`src/rtl/fft16_pkg.sv`:
```
// fft16_pkg
//   Shared definitions for the 16-point FFT sequencer: controller state
//   encoding, transform geometry constants and the 4-bit bit-reversal helper
//   used to place input samples for in-place decimation-in-time.
package fft16_pkg;

    typedef enum logic [2:0] {
        ST_IDLE,
        ST_LOAD,
        ST_ISSUE,
        ST_WAIT,
        ST_WRITE,
        ST_UNLOAD
    } state_e;

    localparam int unsigned STAGES       = 4;
    localparam int unsigned BF_PER_STAGE = 8;
    localparam int unsigned POINTS       = 16;

    function automatic logic [3:0] bitrev4(input logic [3:0] a);
        return {a[0], a[1], a[2], a[3]};
    endfunction

endpackage

```
`src/rtl/fft16_twiddle_rom.sv`:
```
// fft16_twiddle_rom
//   Combinational twiddle table: k -> W16^k = cos(2*pi*k/16) - j*sin(2*pi*k/16)
//   in signed Q-format. Entries are stored at Q=8 and rescaled for other Q.
// Ports:
//   k_i      in  3  twiddle index 0..7
//   tw_re_o  out N  real part
//   tw_im_o  out N  imaginary part
module fft16_twiddle_rom #(
    parameter int N = 16,
    parameter int Q = 8
) (
    input  logic [2:0]   k_i,
    output logic [N-1:0] tw_re_o,
    output logic [N-1:0] tw_im_o
);

    function automatic logic [N-1:0] sc(input int v);
        int t;
        t = (v * (2 ** Q)) / 256;
        return N'(t);
    endfunction

    always_comb begin
        tw_re_o = '0;
        tw_im_o = '0;
        case (k_i)
            3'd0: begin tw_re_o = sc(256);  tw_im_o = sc(0);    end
            3'd1: begin tw_re_o = sc(237);  tw_im_o = sc(-98);  end
            3'd2: begin tw_re_o = sc(181);  tw_im_o = sc(-181); end
            3'd3: begin tw_re_o = sc(98);   tw_im_o = sc(-237); end
            3'd4: begin tw_re_o = sc(0);    tw_im_o = sc(-256); end
            3'd5: begin tw_re_o = sc(-98);  tw_im_o = sc(-237); end
            3'd6: begin tw_re_o = sc(-181); tw_im_o = sc(-181); end
            3'd7: begin tw_re_o = sc(-237); tw_im_o = sc(-98);  end
            default: begin tw_re_o = '0;    tw_im_o = '0;       end
        endcase
    end

endmodule

```
`src/rtl/fft16_sequencer.sv`:
```
// fft16_sequencer
//   Loads 16 complex samples in bit-reversed order, drives one external
//   butterfly through 4 stages x 8 butterflies with in-place write-back, then
//   streams the 16 bins out in natural order.
// Ports:
//   i_clk, i_rst (async, active-low)
//   i_start                 start pulse, honoured in IDLE only
//   i_valid/o_ready, i_data_re/im           sample input stream
//   o_bf_in0/in1_re/im, o_bf_twiddle_re/im  butterfly operands (held through WAIT)
//   i_bf_out0/out1_re/im, i_bf_done         butterfly results and completion
//   o_valid/i_ready, o_data_re/im, o_index  spectrum output stream
//   o_busy                  high outside IDLE
//   o_done                  one-cycle pulse after the last bin is accepted
module fft16_sequencer
    import fft16_pkg::*;
#(
    parameter int N = 16,
    parameter int Q = 8
) (
    input  logic         i_clk,
    input  logic         i_rst,
    input  logic         i_start,
    input  logic         i_valid,
    input  logic [N-1:0] i_data_re,
    input  logic [N-1:0] i_data_im,
    output logic         o_ready,
    output logic [N-1:0] o_bf_in0_re,
    output logic [N-1:0] o_bf_in0_im,
    output logic [N-1:0] o_bf_in1_re,
    output logic [N-1:0] o_bf_in1_im,
    output logic [N-1:0] o_bf_twiddle_re,
    output logic [N-1:0] o_bf_twiddle_im,
    input  logic [N-1:0] i_bf_out0_re,
    input  logic [N-1:0] i_bf_out0_im,
    input  logic [N-1:0] i_bf_out1_re,
    input  logic [N-1:0] i_bf_out1_im,
    input  logic         i_bf_done,
    output logic         o_valid,
    output logic [N-1:0] o_data_re,
    output logic [N-1:0] o_data_im,
    output logic [3:0]   o_index,
    input  logic         i_ready,
    output logic         o_busy,
    output logic         o_done
);

    state_e       state_q;
    logic [3:0]   cnt_q;
    logic [1:0]   stage_q;
    logic [2:0]   bf_q;
    logic         bf_done_q;
    logic         ready_q, valid_q, busy_q, done_q;
    logic [N-1:0] in0_re_q, in0_im_q, in1_re_q, in1_im_q, tw_re_q, tw_im_q;

    logic [N-1:0] ram_re [POINTS];
    logic [N-1:0] ram_im [POINTS];

    logic [3:0]   span, top_addr, bot_addr;
    logic [2:0]   stage_p1, tw_k;
    logic [N-1:0] tw_re, tw_im;
    logic         load_we, bf_rise;

    // Butterfly addressing: b splits into group (b>>s) and offset within group.
    always_comb begin
        span     = 4'd1 << stage_q;
        stage_p1 = {1'b0, stage_q} + 3'd1;
        top_addr = (({1'b0, bf_q} >> stage_q) << stage_p1) | ({1'b0, bf_q} & (span - 4'd1));
        bot_addr = top_addr + span;
        tw_k     = 3'(({1'b0, bf_q} & (span - 4'd1)) << (2'd3 - stage_q));
    end

    fft16_twiddle_rom #(.N(N), .Q(Q)) u_twiddle_rom (
        .k_i     (tw_k),
        .tw_re_o (tw_re),
        .tw_im_o (tw_im)
    );

    assign load_we = (state_q == ST_LOAD) && i_valid;
    // Only a low-to-high transition seen against the registered copy counts,
    // so a level still high from ISSUE (or an earlier butterfly) is ignored.
    assign bf_rise = i_bf_done && !bf_done_q;

    always_ff @(posedge i_clk) begin
        if (load_we) begin
            ram_re[bitrev4(cnt_q)] <= i_data_re;
            ram_im[bitrev4(cnt_q)] <= i_data_im;
        end
        if (state_q == ST_WRITE) begin
            ram_re[top_addr] <= i_bf_out0_re;
            ram_im[top_addr] <= i_bf_out0_im;
            ram_re[bot_addr] <= i_bf_out1_re;
            ram_im[bot_addr] <= i_bf_out1_im;
        end
    end

    always_ff @(posedge i_clk or negedge i_rst) begin
        if (!i_rst) begin
            state_q   <= ST_IDLE;
            cnt_q     <= '0;
            stage_q   <= '0;
            bf_q      <= '0;
            bf_done_q <= 1'b0;
            ready_q   <= 1'b0;
            valid_q   <= 1'b0;
            busy_q    <= 1'b0;
            done_q    <= 1'b0;
            in0_re_q  <= '0;
            in0_im_q  <= '0;
            in1_re_q  <= '0;
            in1_im_q  <= '0;
            tw_re_q   <= '0;
            tw_im_q   <= '0;
        end else begin
            bf_done_q <= i_bf_done;
            done_q    <= 1'b0;
            case (state_q)
                ST_IDLE: begin
                    if (i_start) begin
                        state_q <= ST_LOAD;
                        ready_q <= 1'b1;
                        busy_q  <= 1'b1;
                        cnt_q   <= '0;
                    end
                end
                ST_LOAD: begin
                    if (i_valid) begin
                        cnt_q <= cnt_q + 4'd1;
                        if (cnt_q == 4'd15) begin
                            state_q <= ST_ISSUE;
                            ready_q <= 1'b0;
                            stage_q <= '0;
                            bf_q    <= '0;
                        end
                    end
                end
                ST_ISSUE: begin
                    in0_re_q <= ram_re[top_addr];
                    in0_im_q <= ram_im[top_addr];
                    in1_re_q <= ram_re[bot_addr];
                    in1_im_q <= ram_im[bot_addr];
                    tw_re_q  <= tw_re;
                    tw_im_q  <= tw_im;
                    state_q  <= ST_WAIT;
                end
                ST_WAIT: begin
                    if (bf_rise) state_q <= ST_WRITE;
                end
                ST_WRITE: begin
                    bf_q <= bf_q + 3'd1;
                    if (bf_q == 3'd7) stage_q <= stage_q + 2'd1;
                    if (stage_q == 2'd3 && bf_q == 3'd7) begin
                        state_q <= ST_UNLOAD;
                        valid_q <= 1'b1;
                        cnt_q   <= '0;
                    end else begin
                        state_q <= ST_ISSUE;
                    end
                end
                ST_UNLOAD: begin
                    if (i_ready) begin
                        cnt_q <= cnt_q + 4'd1;
                        if (cnt_q == 4'd15) begin
                            state_q <= ST_IDLE;
                            valid_q <= 1'b0;
                            busy_q  <= 1'b0;
                            done_q  <= 1'b1;
                        end
                    end
                end
                default: state_q <= ST_IDLE;
            endcase
        end
    end

    assign o_ready         = ready_q;
    assign o_busy          = busy_q;
    assign o_done          = done_q;
    assign o_valid         = valid_q;
    assign o_bf_in0_re     = in0_re_q;
    assign o_bf_in0_im     = in0_im_q;
    assign o_bf_in1_re     = in1_re_q;
    assign o_bf_in1_im     = in1_im_q;
    assign o_bf_twiddle_re = tw_re_q;
    assign o_bf_twiddle_im = tw_im_q;
    // Output bin is read straight from the array; gated so it idles at zero.
    assign o_index         = valid_q ? cnt_q : '0;
    assign o_data_re       = valid_q ? ram_re[cnt_q] : '0;
    assign o_data_im       = valid_q ? ram_im[cnt_q] : '0;

endmodule

```
`config.mk`:
```
export PLATFORM = sky130hd
export DESIGN_NAME = fft16_sequencer
export DESIGN_NICKNAME = d
export VERILOG_FILES = /design/src/rtl/fft16_pkg.sv /design/src/rtl/fft16_twiddle_rom.sv /design/src/rtl/fft16_sequencer.sv
export SDC_FILE = /design/constraint.sdc
export NUM_CORES = 2
export LEC_CHECK = 0
export ABC_AREA = 0
export CAP_MARGIN = 20
export CORE_ASPECT_RATIO = 0.75
export CORE_MARGIN = 5
export CORE_UTILIZATION = 40
export CTS_CLUSTER_SIZE = 8
export DETAILED_ROUTE_END_ITERATION = 16
export PLACE_DENSITY_LB_ADDON = 0.15
export SYNTH_ARGS = -nofsm -noshare
export SYNTH_HDL_FRONTEND = slang
export SYNTH_HIERARCHICAL = 1
export SYNTH_SLANG_ARGS = --single-unit
```
`constraint.sdc`:
```
create_clock -name i_clk -period 8.07 [get_ports i_clk]
set_clock_uncertainty 0.15 [all_clocks]
set_input_delay 1.614 -clock i_clk [delete_from_list [all_inputs] [get_ports i_clk]]
set_output_delay 1.614 -clock i_clk [all_outputs]
set_load 0.03 [all_outputs]
```
# After elaboration in Yosys (flattened, before gate mapping)
# Memories as Yosys holds them, arrays and structs flattened. A register that Yosys moved wholly into a read port is not among the register bits.
# Cells that the tools add are included.
# totals
register_bits	33
mem_bits_rw	512
romBits	248
input_bits	102
elab_cells	109
mem_count	3
# classes
add_sub_neg	7
eq_ne	16
shifts	4
n_mux	43
n_bitwise	2
n_reduce_logical	24
# memory_table
name	words	width	rd	rd_clocked_by_memory_dff	wr	line_no	rtl
ram_im	16	16	3	2	2	fft16_sequencer.sv:56	logic [N-1:0] ram_im [POINTS];
ram_re	16	16	3	2	2	fft16_sequencer.sv:55	logic [N-1:0] ram_re [POINTS];
(no name shown)	8	31	1	1	0	fft16_twiddle_rom.sv:26	case (k_i)
# ops
operator	n
$mux W16	4
$reduce_or A16 Y1	2
$mux W4	7
$mux W3	8
$pmux W3 S6	1
$pmux W4 S4	1
$reduce_and A4 Y1	4
$mux W1	14
$ne A2 B2 Y1 const B	5
$eq A3 B3 Y1 const B	3
$reduce_bool A2 Y1	4
$eq A3 B2 Y1 const B	2
$logic_not A1 Y1	6
$mux W2	3
$ne A2 B1 Y1 const B	3
$pmux W1 S2	3
$pmux W3 S2	1
$reduce_and A6 Y1	1
$reduce_and A5 Y1	1
$add A4 B1 Y4 const B	1
$add A4 B4 Y4	1
$and A3 B4 Y4	1
$eq A4 B4 Y1 const B	1
$or A4 B4 Y4	1
other kinds (16)	18

# Logic depth before layout (Yosys ltp)
# depth
ltp_word	5
ltp_mapped	19
mapped_depth_nobuf	12

# Cells and area by module
# The synthesis kept the hierarchy.
# by_module_without_submodules
module	n_inst	cells_per_inst	area_per_inst_um2	seq_area_each_um2
fft16_sequencer	1	3131	39614.2	18202.5
fft16_twiddle_rom	1	50	346.6	0.0

# Worst setup path after synthesis
# OpenSTA, ideal clock, no wires.
# synth_timing
kind	reg-to-reg
startpoint	reg stage_q[1]
endpoint	mem ram_im[1][0], enable pin
setup_ns	0.466
arrival_time_ns	5.540
required_time_ns	7.454
setup_slack_ns	1.914
path_stages_with_launch	19
path_buffers	7
period_less_slack_ns	6.156
path_cell_list	dfrtp_1 > inv_1 > ha_1 > or3b_1 > o21a_1 > buf_2 > inv_2 > buf_2 > buf_2 > buf_2 > ha_1 > inv_1 > fa_1 > clkbuf_1 > nand2_1 > or3_1 > clkbuf_1 > clkbuf_1 > o21ai_0
# synth_rtl
element	line_no	rtl
start: declaration	fft16_sequencer.sv:49	logic [1:0] stage_q;
start signal: assignment	fft16_sequencer.sv:150	if (bf_q == 3'd7) stage_q <= stage_q + 2'd1;
end: declaration	fft16_sequencer.sv:56	

==> results.yml <==
outcome:
  status: "finished clean"
timing:
  final-hold-violation-count: 0
  relSlewSlack_pct: 21.7
  period_needed_ps: 6620
  drv_slew: 0
  timing.setup.tns_ps: 0
  rsz0062_at_grt: "no"
  fmax_mhz: 151
  worst_pin_slew_ps: 1170
  setup_viol_count_final: 0
  period_share_pct: 82.0
routing:
  drt_iter0_markers: 4245
  vias: 30300
  dr.pass1.iters: 12
  viasPerCell: 6.54
  drc: 0
  wl_um: 154000
  antenna_left: 0
  wl_per_cell_um: 33.3
logic_synthesis:
  synth.top_cells.by_area: "edfxtp_1, mux4_2, mux2_2"
  ys_seq_elements: 625
  async_reset_ff_share_pct: 18.1
  ys_types: 59
  synth_top_area_share_pct: 38.5
  synth.net_count: 3300
  synth_warnings: 6
  synth_edf_count: 512
  syn_inst: 3181
  ys.flop_type: "edfxtp_1"
  synth_top_area_cell: "edfxtp_1"
  syn_area_mm2: 0.0400
  ys_seq_area_share_pct: 45.6
  post_synth.cell_area_avg_um2: 12.6
finish:
  syn_to_final_growth_pct: 15.1
  final_nets: 3352
  n_fill_cell: 8826
  utilization_pct: 46.4
  drive_above_1_share_pct: 30.9
global_route:
  grt-ovfl-total: 0
  grt_pass1_vias: 30300
  antenna_found_initial: 4
  grtUsageTotal_pct: 28.1
  grt_max_degree: 132
  grt_pass1_wl_um: 219000
placement:
  io_buffers: 237
  routabilityCongestion: 0.862
  dp_hpwl_um: 88200
power:
  p_leak_nw: 16.7
  vdd_ir_drop_max_v: 0.000840
  power_density_mw_per_mm2: 428
job:
  maxCapViolCount: 0
cts:
  numCtsBuffers: 88
  path_clk_slew_ps: 60
  htreeDepth: 3
  clockBufferDepth: 3
  cts_sinks: 625
  cts_hold_buf: 0
  post_cts_buffers: 0
  cts_tree: "done"
  clk_root_buffer_cell: "clkbuf_16"
  clkLatencyLatePin_ps: 660
  cts_resized: 0
worst_setup_path:
  worstPathCellList: "inv_1 > ha_1 > or3b_1 > o21a_4 > inv_8 > ha_4 > inv_1 > fa_4 > xor2_1 > nand2_1 > or3_2 > o21ai_4 > buf_4"
  slowest_stage: "or3_2"
  end_kind: "flop"
  critPathMaxFanout: 91
  r2r-start: "stage_q[0]$_DFFE_PN0P_"
  start_kind: "flop"
  reg2reg_depth: 13
  r2r-end: "ram_re[1][9]$_DFFE_PP_"
  worstSetupPathType: "flop to flop"
  ff2ff_setup_slack_ps: 1450
  cp.arrival_ps: 6750
  max_stage_delay_ps: 760
  crit_top_cell: "inv_1"
  worstPathRequired_ps: 8200
die:
  dieArea_mm2: 0.106
  core_area_mm2: 0.0992
  io_pins: 238
  initial_utilization_pct: 40.3
  fp.dieH_um: 284
  die_w_um: 375
  std_cell_rows: 100
hold_path:
  holdCritStartpoint: "o_bf_twiddle_im[14]$_DFFE_PN0P_"
  hp-class: "flop to flop"
  hold_depth: 2
  hold_end: "o_bf_twiddle_im[14]$_DFFE_PN0P_"
routing by layer:
metal	track usage [%]	routed length, um
met2	41.2	66600
met5	0	13
met4	10.9	6600
met3	6.93	17600
met1	40.4	63300
sequential cells by signal, indices dropped and copies added (netlist names):
| name | cells |
|---|---|
| bf_done_q | 1 |
| bf_q | 3 |
| cnt_q | 4 |
| o_bf_in0_im | 16 |
| o_bf_in0_re | 16 |
| o_bf_in1_im | 16 |
| o_bf_in1_re | 16 |
| o_bf_twiddle_im | 16 |
| o_bf_twiddle_re | 16 |
| o_busy | 1 |
| o_done | 1 |
| o_ready | 1 |
| o_valid | 1 |
| ram_im | 256 |
| ram_re | 256 |
| stage_q | 2 |
| state_q | 3 |
area by class of cell:
type	instances	area [um^2]	share of cell area, %
multi-input combinational	2193	20400	44.4
timing repair buffer	312	3050	6.63
sequential	625	18200	39.6
clock inverter	6	82.6	0.180
antenna	3	7.51	0.0163
inverter	13	56.3	0.122
tap	1326	1660	3.61
clock buffer	153	2490	5.41
worst max-delay path, delay by kind of cell, from the launching register on:
family | cells | cell delay, ps
AND/OR/NAND/NOR | 3 | 1480
buffers and inverters | 4 | 1400
adder cells (fa/ha/maj) | 3 | 1160
AO/OA/AOI/OAI | 2 | 780
flip-flops | 1 | 630
XOR/XNOR | 1 | 520
cell families after synthesis:
family                   after synthesis  synth area share [%]
AO/OA/AOI/OAI                        260                  4.47
XOR/XNOR                               4                0.0877
adder cells (fa/ha/maj)               17                 0.551
buffers and inverters                363                  4.01
flip-flops                           625                  45.6
multiplexers                         962                  35.1
other                                  1               0.00938
AND/OR/NAND/NOR                      949                  10.2
synthesized netlist by cell type, types with 3 or more instances:
library cell,count
buf_1,37
nand4_1,4
nor2_1,16
a22o_1,3
mux2i_1,161
or3_1,3
nor3_1,8
mux2_4,39
edfxtp_1,512
o21bai_1,10
and2_1,38
mux4_2,288
a21o_1,3
a21oi_1,75
nor4_4,4
o41ai_1,32
nand2_1,672
nand2b_1,12
nor2b_1,4
nand3b_1,3
o21ai_0,23
and3_1,4
o221ai_1,32
mux2_1,7
mux2_2,467
a31oi_1,37
clkbuf_1,213
inv_1,11
ha_1,16
nand3_1,169
buf_2,69
a221oi_1,32
buf_4,21
buf_6,10
dfrtp_1,113
power breakdown:
group	switching [W]	leakage [nW]	total (W)	internal, W
logic	0.00670	9.41	0.0113	0.00460
registers	0.000528	6.03	0.00484	0.00431
clock network	0.00147	1.22	0.00355	0.00208
worst max-delay path by stage:
stage                           start                      to  slack, ps  cells past startpoint
6_report       stage_q[0]$_DFFE_PN0P_  ram_re[1][9]$_DFFE_PP_       1450                     13
3_3_place_gp   stage_q[0]$_DFFE_PN0P_  ram_re[1][8]$_DFFE_PP_       1750                     12
4_1_cts        stage_q[0]$_DFFE_PN0P_  ram_im[1][3]$_DFFE_PP_       1510                     13
2_1_floorplan  stage_q[1]$_DFFE_PN0P_  ram_im[1][0]$_DFFE_PP_       1910                     18
5_1_grt        stage_q[0]$_DFFE_PN0P_  ram_im[1][3]$_DFFE_PP_       1230                     13
3_5_place_dp   stage_q[0]$_DFFE_PN0P_  ram_re[1][6]$_DFFE_PP_       1590                     13
cells in the final DEF (no fill, tap or decap), drive strengths merged, types with 15 or more instances in the layout:
cell,count
a21oi,76
a221oi,32
a31oi,37
and2,38
buf,76
clkbuf,153
clkdlybuf4s50,236
dfrtp,113
edfxtp,512
ha,16
inv,15
mux2,513
mux2i,161
mux4,288
nand2,672
nand3,169
nor2,17
o21ai,25
o221ai,32
o41ai,32
per-stage QoR:
step / instance area, um^2 / total power, W / hold slack [ps] / setup WS, ps / instances
after global placement: 43300 / 0.0158 / 307 / 1750 / 4464
final: 46000 / 0.0197 / 319 / 1450 / 4631
after floorplan: 40000 / 0.0123 / 356 / 1910 / 3181
after CTS: 45900 / 0.0196 / 327 / 1510 / 4625
after global routing: 46000 / 0.0205 / 343 / 1230 / 4628
after detailed placement: 43300 / 0.0160 / 315 / 1590 / 4466
Power figures use the tool's default switching activity.
